==> src/rtl/word_deserializer.sv <==
// Rebuilds WORD_WIDTH-bit words from an MSB-first serial bit stream.
// A partial word is dropped, and frame_err is pulsed, when the gap between its bits grows too long.
module word_deserializer #(
  parameter int unsigned WORD_WIDTH  = 12,
  parameter int unsigned GAP_TIMEOUT = 4
) (
  input  logic                  clk,
  input  logic                  rst,
  input  logic                  bit_in,
  input  logic                  bit_valid,
  output logic [WORD_WIDTH-1:0] word_out,
  output logic                  word_valid,
  output logic                  busy,
  output logic                  frame_err,
  output logic [3:0]            bit_count
);

  localparam int unsigned CNT_W = 4;
  localparam logic [CNT_W-1:0] LAST_BIT = CNT_W'(WORD_WIDTH - 1);
  localparam logic [CNT_W-1:0] GAP_LAST = CNT_W'(GAP_TIMEOUT - 1);
  localparam logic [CNT_W-1:0] GAP_MAX  = '1;

  localparam logic [0:0] IDLE  = 1'b0;
  localparam logic [0:0] SHIFT = 1'b1;

  logic [0:0]            state, state_nxt;
  logic [WORD_WIDTH-2:0] shift_reg, shift_nxt;
  logic [CNT_W-1:0]      cnt_nxt;
  logic [CNT_W-1:0]      gap_cnt, gap_nxt;
  logic [WORD_WIDTH-1:0] word_nxt;
  logic                  word_valid_nxt;
  logic                  frame_err_nxt;
  logic                  busy_nxt;

  // State and registered outputs
  always_ff @(posedge clk) begin
    if (rst) begin
      state      <= IDLE;
      shift_reg  <= '0;
      bit_count  <= '0;
      gap_cnt    <= '0;
      word_out   <= '0;
      word_valid <= 1'b0;
      busy       <= 1'b0;
      frame_err  <= 1'b0;
    end else begin
      state      <= state_nxt;
      shift_reg  <= shift_nxt;
      bit_count  <= cnt_nxt;
      gap_cnt    <= gap_nxt;
      word_out   <= word_nxt;
      word_valid <= word_valid_nxt;
      busy       <= busy_nxt;
      frame_err  <= frame_err_nxt;
    end
  end

  // Next-state and next-output logic
  always_comb begin
    state_nxt      = state;
    shift_nxt      = shift_reg;
    cnt_nxt        = bit_count;
    gap_nxt        = gap_cnt;
    word_nxt       = word_out;
    word_valid_nxt = 1'b0;
    frame_err_nxt  = 1'b0;

    case (state)
      IDLE: begin
        gap_nxt = '0;
        if (bit_valid) begin
          shift_nxt = {{(WORD_WIDTH-2){1'b0}}, bit_in};
          cnt_nxt   = CNT_W'(1);
          state_nxt = SHIFT;
        end else begin
          cnt_nxt = '0;
        end
      end
      SHIFT: begin
        if (bit_valid) begin
          gap_nxt = '0;
          if (bit_count == LAST_BIT) begin
            word_nxt       = {shift_reg, bit_in};
            word_valid_nxt = 1'b1;
            cnt_nxt        = '0;
            state_nxt      = IDLE;
          end else begin
            shift_nxt = {shift_reg[WORD_WIDTH-3:0], bit_in};
            cnt_nxt   = bit_count + CNT_W'(1);
          end
        end else if (gap_cnt == GAP_LAST) begin
          // Stalled transmission: drop the partial word, keep word_out
          frame_err_nxt = 1'b1;
          shift_nxt     = '0;
          cnt_nxt       = '0;
          gap_nxt       = '0;
          state_nxt     = IDLE;
        end else if (gap_cnt != GAP_MAX) begin
          gap_nxt = gap_cnt + CNT_W'(1);
        end
      end
      default: begin
        state_nxt = IDLE;
        cnt_nxt   = '0;
        gap_nxt   = '0;
      end
    endcase

    busy_nxt = (state_nxt == SHIFT);
  end

endmodule

==> config.mk <==
export PLATFORM = sky130hd
export DESIGN_NAME = word_deserializer
export DESIGN_NICKNAME = d
export VERILOG_FILES = /design/src/rtl/word_deserializer.sv
export SDC_FILE = /design/constraint.sdc
export NUM_CORES = 1
export LEC_CHECK = 0
export CAP_MARGIN = 0
export CORE_ASPECT_RATIO = 0.9
export CORE_MARGIN = 2
export CORE_UTILIZATION = 30
export DETAILED_ROUTE_END_ITERATION = 8
export GPL_ROUTABILITY_DRIVEN = 0
export PLACE_DENSITY_LB_ADDON = 0.05
export SYNTH_ARGS = -nofsm -noshare
export SYNTH_HDL_FRONTEND = slang
export SYNTH_SLANG_ARGS = --single-unit
==> constraint.sdc <==
create_clock -name clk -period 2.1 [get_ports clk]
set_input_delay 0.21 -clock clk [delete_from_list [all_inputs] [get_ports clk]]
set_output_delay 0.21 -clock clk [all_outputs]
set_load 0.02 [all_outputs]
* Word level (Yosys, flattened, before mapping)
Index checks and enable logic that the tools add are counted.
** Storage, ports and cells
- Output and inout port bits :: 19
- Register bits :: 34
** Cells by class
- $add $sub $neg :: 2
- Bitwise operators :: 2
- Multiplexer cells :: 21
- Equality and inequality tests :: 7
- Reduce and logical (&&, ||, !) cells :: 4
** Operator list (number)
- $mux W11 :: 4
- $mux W4 :: 6
- $pmux W11 S2 :: 1
- $pmux W4 S2 :: 2
- $add A4 B1 Y4 const B :: 2
- $mux W1 :: 7
- $reduce_and A3 Y1 :: 2
- $reduce_or A3 Y1 :: 2
- $eq A4 B2 Y1 const B :: 1
- $eq A4 B4 Y1 const B :: 1
- $ne A4 B2 Y1 const B :: 1
- $ne A4 B4 Y1 const B :: 1
- $ne A3 B2 Y1 const B :: 1
- $ne A3 B3 Y1 const B :: 1
- $ne A2 B2 Y1 const B :: 1
- $not A1 Y1 :: 2
- $pmux W1 S2 :: 1

* Longest topological paths before layout
Gate-level depths: netlist (run 1).
- Depth after elaboration :: 5
- Mapped depth :: 5
- Gate-level depth less buffers :: 4

* Worst setup path after synthesis (run 1)
OpenSTA, ideal clock, no wires.
- Path kind :: register -> register
- From :: register bit_count[0]
- To :: register shift_reg[10]
- Data required time :: 2.028 ns
- Path buffers :: 1
- Library setup time :: 0.072 ns
- Setup slack :: 0.535 ns
- Stages on the path, launching flop included :: 6
- Data arrival time :: 1.493 ns
- Cell sequence :: dfxtp_1 > ha_1 > nand4b_1 > a32oi_1 > buf_4 > mux2i_1
** On the way
- Longest elaborated chain between the ends :: 3
** Ends and longest elaborated chain
- start, declared :: line 15 : output logic [3:0] bit_count
- start signal, assigned :: line 49 : bit_count <= cnt_nxt;
- $eq A4 B4 Y1 :: line 82 : if (bit_count == LAST_BIT) begin
- $ne A3 B3 Y1 (no line)
- $reduce_and A3 Y1 (no line)
- end signal, assigned :: line 48 : shift_reg <= shift_nxt;
- end, declared :: line 27 : logic [WORD_WIDTH-2:0] shift_reg, shift_nxt;
No other way between the ends.
A chain may end at the register's enable or synchronous reset.

* Worst setup path in the final report (run 1)
- From :: register gap_cnt[0]
- To :: register bit_count[2]
** On the way
- Longest elaborated chain between the ends :: 2
** Ends and longest elaborated chain
- start, declared :: line 29 : logic [CNT_W-1:0] gap_cnt, gap_nxt;
- start signal, assigned :: line 50 : gap_cnt <= gap_nxt;
- $eq A4 B2 Y1 :: line 91 : end else if (gap_cnt == GAP_LAST) begin
- $ne A3 B2 Y1 (no line)
No other way between the ends.

==> results of run 1 <==
[cells in the final DEF, fill, tap and decap left out, types with 2 or more instances in the layout]
cell	count
dfxtp_1	34
clkdlybuf4s50_1	22
nand3_1	15
nand2b_1	14
o21ai_0	13
a21oi_1	13
mux2i_1	12
nand2_1	10
nor2_1	8
clkbuf_8	6
a32oi_1	4
buf_4	4
nand4b_1	2
a22oi_1	2
nor3_1	2
inv_1	2
nor2b_1	2
ha_1	2
[routing by layer]
layer / up-vias / track usage / share of wire
met3: 2 / 0.0375 / 0.046
met4: 0 / 0.0476 / 0.0077
met2: 27 / 0.188 / 0.42
met5: - / 0 / 0
met1: 584 / 0.196 / 0.53
li1: 611 / - / -
[worst register-to-register path, cell delays in order, from the launching register on]
cell,delay [ns]
dfxtp_1,0.41
ha_1,0.32
or3b_1,0.50
a22oi_1,0.23
o32ai_1,0.11
[kinds of logic after synthesis]
logic type	count (synthesis)
compound gates	38
buf+inv	15
fa+ha+maj	2
mux	12
simple gates	61
flops	34
[per-stage QoR]
stage / cell area (um^2) / total power, uW
after floorplan: 1460 / 711
after global routing: 1830 / 1260
final: 1830 / 1200
after CTS: 1830 / 1230
after global placement: 1740 / 731
after detailed placement: 1740 / 732
[power groups by stage]
| stage | registers (uW) | clock network (uW) | logic, uW |
|---|---|---|---|
| 3_5_place_dp | 671 | 0 | 61.4 |
| 5_1_grt | 656 | 540 | 66.1 |
| 2_1_floorplan | 672 | 0 | 38.2 |
| 4_1_cts | 656 | 512 | 61.7 |
| 6_report | 656 | 487 | 61.1 |
| 3_3_place_gp | 671 | 0 | 60.9 |
[final timing paths]
kind | from | to | slack [ns] | cells after the start
setup / recovery | gap_cnt[0] | bit_count[2] | 0.41 | 4
hold / removal | shift_reg[1] | shift_reg[2] | 0.47 | 2
hold reg to reg | shift_reg[1] | shift_reg[2] | 0.47 | 2
setup reg to reg | gap_cnt[0] | bit_count[2] | 0.41 | 4
[area by class of cell]
cell class	instances	area (um^2)	area share
Inverter	2	7.51	0.00411
Clock inverter	1	5.00	0.00274
Multi-Input combinational cell	113	716	0.392
Tap cell	65	81.3	0.0445
Sequential cell	34	681	0.373
Timing Repair Buffer	26	250	0.137
Clock buffer	7	86.3	0.0473
==> results.yml, run 1 <==
power_and_ir_drop:
  switchingPower_uw: 262
  pwr-share-seq: 0.545
  power_density_nw_per_um2: 659
  power_frac_comb: 0.051
  p_int_uw: 943
  sw_frac_of_total: 0.217
  p_leak_uw: 0.000619
  peakVddDrop_mv: 0.233
  p_clk_frac: 0.405
synth:
  synth_edf_count: 0
  synth-main-ff-cell: "dfxtp_1"
  syn_area_um2: 1460
  avgSynthCellArea_um2: 9.03
  yosys_register_bits: 34
  synthSimpleGateAreaFrac: 0.233
  syn_inst: 162
  yosysTopAreaCellShare: 0.465
  synth_common_cells: "dfxtp_1 (34), nand3_1 (15), nand2b_1 (14), a21oi_1 (13), o21ai_0 (13)"
  synthArstFlopShare: 0
  synth.distinct_cells: 34
  ys_seq_area_frac: 0.465
  synth_nets: 168
  synth-compound-area-share: 0.157
  synth_top_family_by_area: "simple AND/OR/NAND/NOR gates"
  synth-adder-area-share: 0.0171
  yosys.area_share.xor_xnor: 0
  synth_mux_area_frac: 0.0821
  synth.most_common_cell: "dfxtp_1"
  yosys.area.top_type: "dfxtp_1"
  ys_warn_count: 0
  synth_area_leaders: "dfxtp_1 (47%), mux2i_1 (8.2%), nand2b_1 (6.0%), nand3_1 (5.1%), a21oi_1 (4.4%)"
timing:
  setup_viol: 0
  timing.hold.ws_ns: 0.472
  period_share: 0.804
  fin_skew_ns: 0.00852
  grt_setup_unrepaired: "false"
  timing.setup.tns_ns: 0
  finalHoldViolations: 0
  fin_crit_ns: 1.69
  layout_setup_ws_ns: 0.413
  worst_slew_pin_slew_ns: 0.385
  slew_viol_final: 0
  relSlewSlack: 0.743
  fmax_mhz: 593
clock_tree:
  clock_latency_ns: 0.28
  cts_root_buffer: "clkbuf_8"
  cts_buffers: 5
  post_cts_buffers: 0
  cts.clk_slew.worst_paths_ns: 0.07
  cts_tree: "done"
  ctsResizeCount: 0
  ctsHoldBuffers: 0
  htreeDepth: 2
  clockBufferDepth: 2
  cts.sinks: 34
cells_and_area:
  diodes: 0
  final_cells: 248
  final_util: 0.383
  nNetsFinal: 188
  fillCellCount: 511
  layout-area-overhead-vs-synth_pct: 24.9
  final_layout_size_suffix_gt1_frac: 0.0765
  largest_reg_flops: 12
die:
  ios: 23
  core_area_um2: 4770
  die_h_um: 70.2
  num_rows: 24
  die_area_um2: 5450
  start_util: 0.306
  die_x_um: 77.6
global_routing:
  antenna_found_initial: 0
  grt_pass1_wl_mm: 5.84
  grt_pass1_vias: 1142
  grtUsageTotal: 0.134
  gr-total-overflow: 0
  grt_start_max_net_pins: 34
routing:
  drc: 0
  antenna_left: 0
  wl_mm: 3.26
  drtIter0Drc: 105
  detail_route.first_pass.iterations: 4
  vias_per_cell: 4.94
  drt-wirelength-per-cell_um: 13.1
  vias: 1224
critical_path:
  critical_path_class: "reg2reg"
  max_stage_delay_ns: 0.50
  worst_path_max_delay_cell: "or3b_1"
  crit_arrival_ns: 1.84
  crit_path_end_kind: "register"
  path_cells: "ha_1 > or3b_1 > a22oi_1 > o32ai_1"
  crit_fanout: 7
  cp.required_ns: 2.26
  critical_path_buf_inv_count: 0
  path_delay_family: "simple AND/OR/NAND/NOR gates"
  critPathLaunchType: "register"
job:
  cap_violations: 0
placed_design:
  place_inst: 240
  dp_slack_ns: 0.325
  portBuffers: 22
  place_hpwl_mm: 2.28
status:
  outcome: "completed"
hold_path:
  min_path_type: "reg2reg"
No activity file was read; power rests on OpenSTA's default activity.
==> run 2, diff against run 1 <==
clock period = 1.5 ns   (was 2.1 ns; I/O delays follow)
==> run 2 against run 1 <==
  * Routed wire length increased by 3.5%
  * Critical path depth decreased by 3
  * Register-to-register slack worse by 0.29 ns
  * Critical path type is now reg2out
  * Worst hold slack better by 0.0046 ns
  * Non-clock buffer count rose by 15
  * Core utilization is 4.3 points higher
==> results.yml, run 2 (same netlist as run 1, synthesis figures left out) <==
placed_design:
  portBuffers: 22
  place_hpwl_mm: 2.54
  place_area_um2: 1870
routing:
  wl_mm: 3.37
  vias_per_cell: 4.85
  drc: 0
  drtIter0Drc: 42
  detail_route.first_pass.iterations: 4
  antenna_left: 0
  vias: 1276
  drt-wirelength-per-cell_um: 12.8
cells_and_area:
  final_cell_mix: "dfxtp_1 (32), clkdlybuf4s50_1 (18), buf_4 (16)"
  final_common_cell: "dfxtp_1"
  diodes: 0
  nNetsFinal: 203
  final_layout_size_suffix_gt1_frac: 0.182
  layout-area-overhead-vs-synth_pct: 38.9
  fillCellCount: 479
  largest_reg_flops: 12
  fin_area_um2: 2030
global_routing:
  gr-total-overflow: 0
  grt_pass1_vias: 1244
  grt_start_max_net_pins: 17
  grt_pass1_wl_mm: 5.75
  antenna_found_initial: 0
  grtUsageTotal: 0.134
timing:
  fmax_mhz: 705
  period_share: 0.945
  finalHoldViolations: 0
  fin_skew_ns: 0.00926
  worst_slew_pin_slew_ns: 0.331
  fin_crit_ns: 1.42
  grt_setup_unrepaired: "false"
  relSlewSlack: 0.779
  setup_viol: 0
  slew_viol_final: 0
  timing.hold.ws_ns: 0.477
hold_path:
  min_to: "word_out[9]"
  min_path_type: "reg2reg"
  holdCritStartpoint: "shift_reg[8]"
  holdPathStages: 2
power_and_ir_drop:
  peakVddDrop_mv: 0.548
  power_density_nw_per_um2: 1010
  p_leak_uw: 0.000749
critical_path:
  path_delay_family: "buffers and inverters"
  worst_path_max_delay_cell: "clkdlybuf4s50_1"
  path_cells: "clkdlybuf4s50_1"
  cp.required_ns: 1.35
  r2r_setup_slack_ns: 0.12
  crit_path_end_kind: "output port"
  crit_arrival_ns: 1.27
  critical_path_class: "reg2out"
  critical_path_buf_inv_count: 1
  max_stage_delay_ns: 0.61
  crit_fanout: 3
  reg2reg_from: "bit_count[0]"
  reg2reg_to: "shift_reg[6]"
  reg2regPathDepth: 5
  critPathLaunchType: "register"
die:
  core_area_um2: 4770
  start_util: 0.306
  num_rows: 24
  ios: 23
  die_x_um: 77.6
  die_area_um2: 5450
  die_h_um: 70.2
clock_tree:
  htreeDepth: 2
  cts_root_buffer: "clkbuf_8"
  ctsHoldBuffers: 0
  clock_latency_ns: 0.29
  cts_tree: "done"
  cts.sinks: 34
  cts_buffers: 5
  clockBufferDepth: 2
  cts.clk_slew.worst_paths_ns: 0.08
status:
  outcome: "completed"
job:
  cap_violations: 0
==> run 2: timing repair <==
item / 4_1_cts / 5_1_grt
buffers inserted: 0 / 0
setup endpoints to repair: 3 / 13
resized for setup: 3 / 7
pin swaps: 0 / 2
==> run 2: worst reg2reg max path: stages, from the launching register on <==
cell and delay, ns:
dfxtp_2 0.36, ha_4 0.16, nand4b_1 0.15, a32oi_2 0.27
buf_6 0.17, mux2i_1 0.19
==> run 2: power by group <==
group / internal (uW) / switching [uW]
Combinational: 56.5 / 51.3
Clock: 666 / 359
Sequential: 909 / 7.33
==> run 2: how the worst max path moves through the flow <==
| stage | start | endpoint | slack [ns] | cells past startpoint |
|---|---|---|---|---|
| floorplan | gap_cnt[0] | bit_count[2] | 0.01 | 5 |
| global placement | bit_valid | shift_reg[7] | -0.04 | 5 |
| finish | bit_count[3] | bit_count[3] | 0.08 | 1 |
| detailed placement | bit_valid | shift_reg[10] | -0.09 | 5 |
| global route | bit_count[0] | shift_reg[7] | 0.01 | 5 |
| CTS | bit_count[1] | bit_count[1] | 0.009 | 2 |
==> run 2: per-layer routing <==
layer,share of wire,vias to the layer above,track usage
met4,0.012,0,0.0417
li1,-,641,-
met5,0,-,0
met2,0.47,22,0.220
met1,0.48,609,0.163
met3,0.041,4,0.0504
==> run 2: metrics by stage <==
stage                     utilization  TNS, ns  std cells  setup slack, ns  total power, uW
after floorplan                     -        0        162           0.0118              995
after global placement          0.391   -0.336        255          -0.0414             1040
after detailed placement        0.391   -0.666        255          -0.0869             1050
after CTS                       0.419        0        263          0.00918             2070
after global routing            0.426        0        263           0.0140             2120
final                           0.426        0        263           0.0825             2050
==> run 2: cell type report <==
cell class / instances / area (um^2) / area share
timing repair buffer: 41 / 382 / 0.188
multi-input combinational: 113 / 741 / 0.365
clock buffer: 5 / 68.8 / 0.0339
clock inverter: 3 / 68.8 / 0.0339
sequential: 34 / 683 / 0.336
inverter: 2 / 7.51 / 0.00369
tap: 65 / 81.3 / 0.0400
==> run 3, diff against run 2 <==
SETUP_SLACK_MARGIN = 0.3   (was default)
==> run 3 against run 2 <==
  * Flip-flop and latch count is the same
  * Global-route usage is 0.35 points higher
  * Non-clock buffer count grew 3
  * Count of clock-buffer cells in the layout up 1
  * Clock power down 30%
  * First-iteration DRC count up 21%
  * Fmax grew 4.9%
  * Critical path depth up 5
  * Routed wire length grew 8.6%
  * Clock skew shrank 0.0040 ns
==> results.yml, run 3 (same netlist as run 1, synthesis figures left out) <==
global_routing:
  gr-usage-met3: 0.0349
  antenna_found_initial: 0
  grtUsageTotal: 0.138
  grt_pass1_vias: 1244
  grt-busiest-layer: "met2"
  grt_use_met2: 0.210
  grt_start_max_net_pins: 27
  gr-usage-met1: 0.189
  grt_pass1_wl_mm: 6.02
  gr-total-overflow: 0
critical_path:
  cp.required_ns: 1.71
  crit_arrival_ns: 1.56
  reg2reg_to: "word_out[4]"
  reg2reg_from: "bit_count[0]"
  reg2regPathDepth: 6
  critical_path_class: "reg2reg"
  critPathLaunchType: "register"
  crit_fanout: 6
  r2r_setup_slack_ns: 0.15
  crit_path_end_kind: "register"
clock_tree:
  ctsHoldBuffers: 0
  cts_tree: "done"
  cts.sinks: 34
  clockBufferDepth: 2
  cts_buffers: 5
  htreeDepth: 2
  cts_root_buffer: "clkbuf_8"
  cts.clk_slew.worst_paths_ns: 0.07
  clock_latency_ns: 0.28
timing:
  grt_setup_unrepaired: "true"
  relSlewSlack: 0.782
  worst_slew_pin_slew_ns: 0.326
  fmax_mhz: 740
  period_share: 0.901
  fin_skew_ns: 0.00526
  fin_crit_ns: 1.35
  slew_viol_final: 0
  timing.hold.ws_ns: 0.334
  finalHoldViolations: 0
  setup_viol: 0
  layout_setup_ws_ns: 0.148
die:
  core_area_um2: 4770
  num_rows: 24
  ios: 23
  die_area_um2: 5450
  start_util: 0.306
  die_h_um: 70.2
  die_x_um: 77.6
power_and_ir_drop:
  switchingPower_uw: 407
  pwr-share-seq: 0.523
  p_leak_uw: 0.000822
  power_density_nw_per_um2: 802
  p_int_uw: 1330
  peakVddDrop_mv: 0.411
  sw_frac_of_total: 0.234
  power_frac_comb: 0.068
  total_power_uw: 1740
  p_clk_frac: 0.409
placed_design:
  place_inst: 249
  dp_slack_ns: -0.112
  place_area_um2: 1870
  portBuffers: 22
  place_hpwl_mm: 2.45
cells_and_area:
  multi_input_area_um2: 858
  fillCellCount: 470
  layout-area-overhead-vs-synth_pct: 48.4
  fin_area_um2: 2170
  final_cell_mix: "dfxtp_1 (25), nand2b_1 (14), dlygate4sd2_1 (14), buf_4 (14), mux2i_1 (12)"
  largest_reg_flops: 12
  final_common_cell: "dfxtp_1"
  nNetsFinal: 207
  final_cells: 267
  diodes: 0
  final_layout_size_suffix_gt1_frac: 0.347
  regArea_um2: 704
hold_path:
  min_to: "bit_count[0]"
  holdPathStages: 3
  holdCritStartpoint: "bit_valid"
  min_path_type: "in2reg"
routing:
  wl_mm: 3.66
  detail_route.first_pass.iterations: 4
  drtIter0Drc: 51
  vias: 1281
  antenna_left: 0
  drt-wirelength-per-cell_um: 13.7
  drc: 0
  vias_per_cell: 4.80
status:
  outcome: "completed"
job:
  cap_violations: 0
## run 3: per-layer routing
metal | routed length (um) | up-vias
li1 | - | 655
met1 | 1840 | 607
met2 | 1670 | 14
met3 | 106 | 5
met4 | 47 | 0
met5 | 0 | -
## run 3: through the flow
step	setup TNS, ns	util
global placement	-0.399	0.391
finish	0	0.455
detailed placement	-1.24	0.391
floorplan	0	-
CTS	0	0.426
global route	0	0.455
## run 3: power by group through the flow
| stage | sequential [uW] | combinational, uW | clock (uW) |
|---|---|---|---|
| floorplan | 940 | 54.4 | 0 |
| global placement | 937 | 101 | 0 |
| detailed placement | 938 | 102 | 0 |
| CTS | 912 | 114 | 738 |
| global route | 912 | 127 | 789 |
| finish | 911 | 118 | 712 |
## run 3: how the worst max path moves through the flow
stage,endpoint,start,slack (ns)
global route,shift_reg[2],bit_count[0],0.08
global placement,shift_reg[7],bit_valid,-0.05
detailed placement,shift_reg[9],bit_valid,-0.11
CTS,shift_reg[1],bit_count[0],0.18
finish,word_out[4],bit_count[0],0.15
floorplan,shift_reg[10],bit_count[1],0.15
## run 3: worst max-delay path, cell delays in order, from the launching register on
cell,delay [ns]
dfxtp_4,0.36
ha_4,0.14
buf_4,0.11
and4b_2,0.30
clkbuf_16,0.17
nand3_1,0.07
a21oi_1,0.13
## run 3: area by class of cell
cell class / count / share of cell area
multi-input combinational: 113 / 0.395
sequential: 34 / 0.324
timing repair buffer: 44 / 0.192
clock buffer: 6 / 0.0380
tap: 65 / 0.0375
clock inverter: 2 / 0.00519
inverter: 2 / 0.00519
timing repair inverter: 1 / 0.00231
## run 3: timing repair
item                                    CTS  global route
endpoints found under the setup margin   47            36
resized for setup                        29            37
gates cloned                              0             2
hold endpoints to repair                  0             0
pin swaps                                 5             7
setup buffers                             8             0
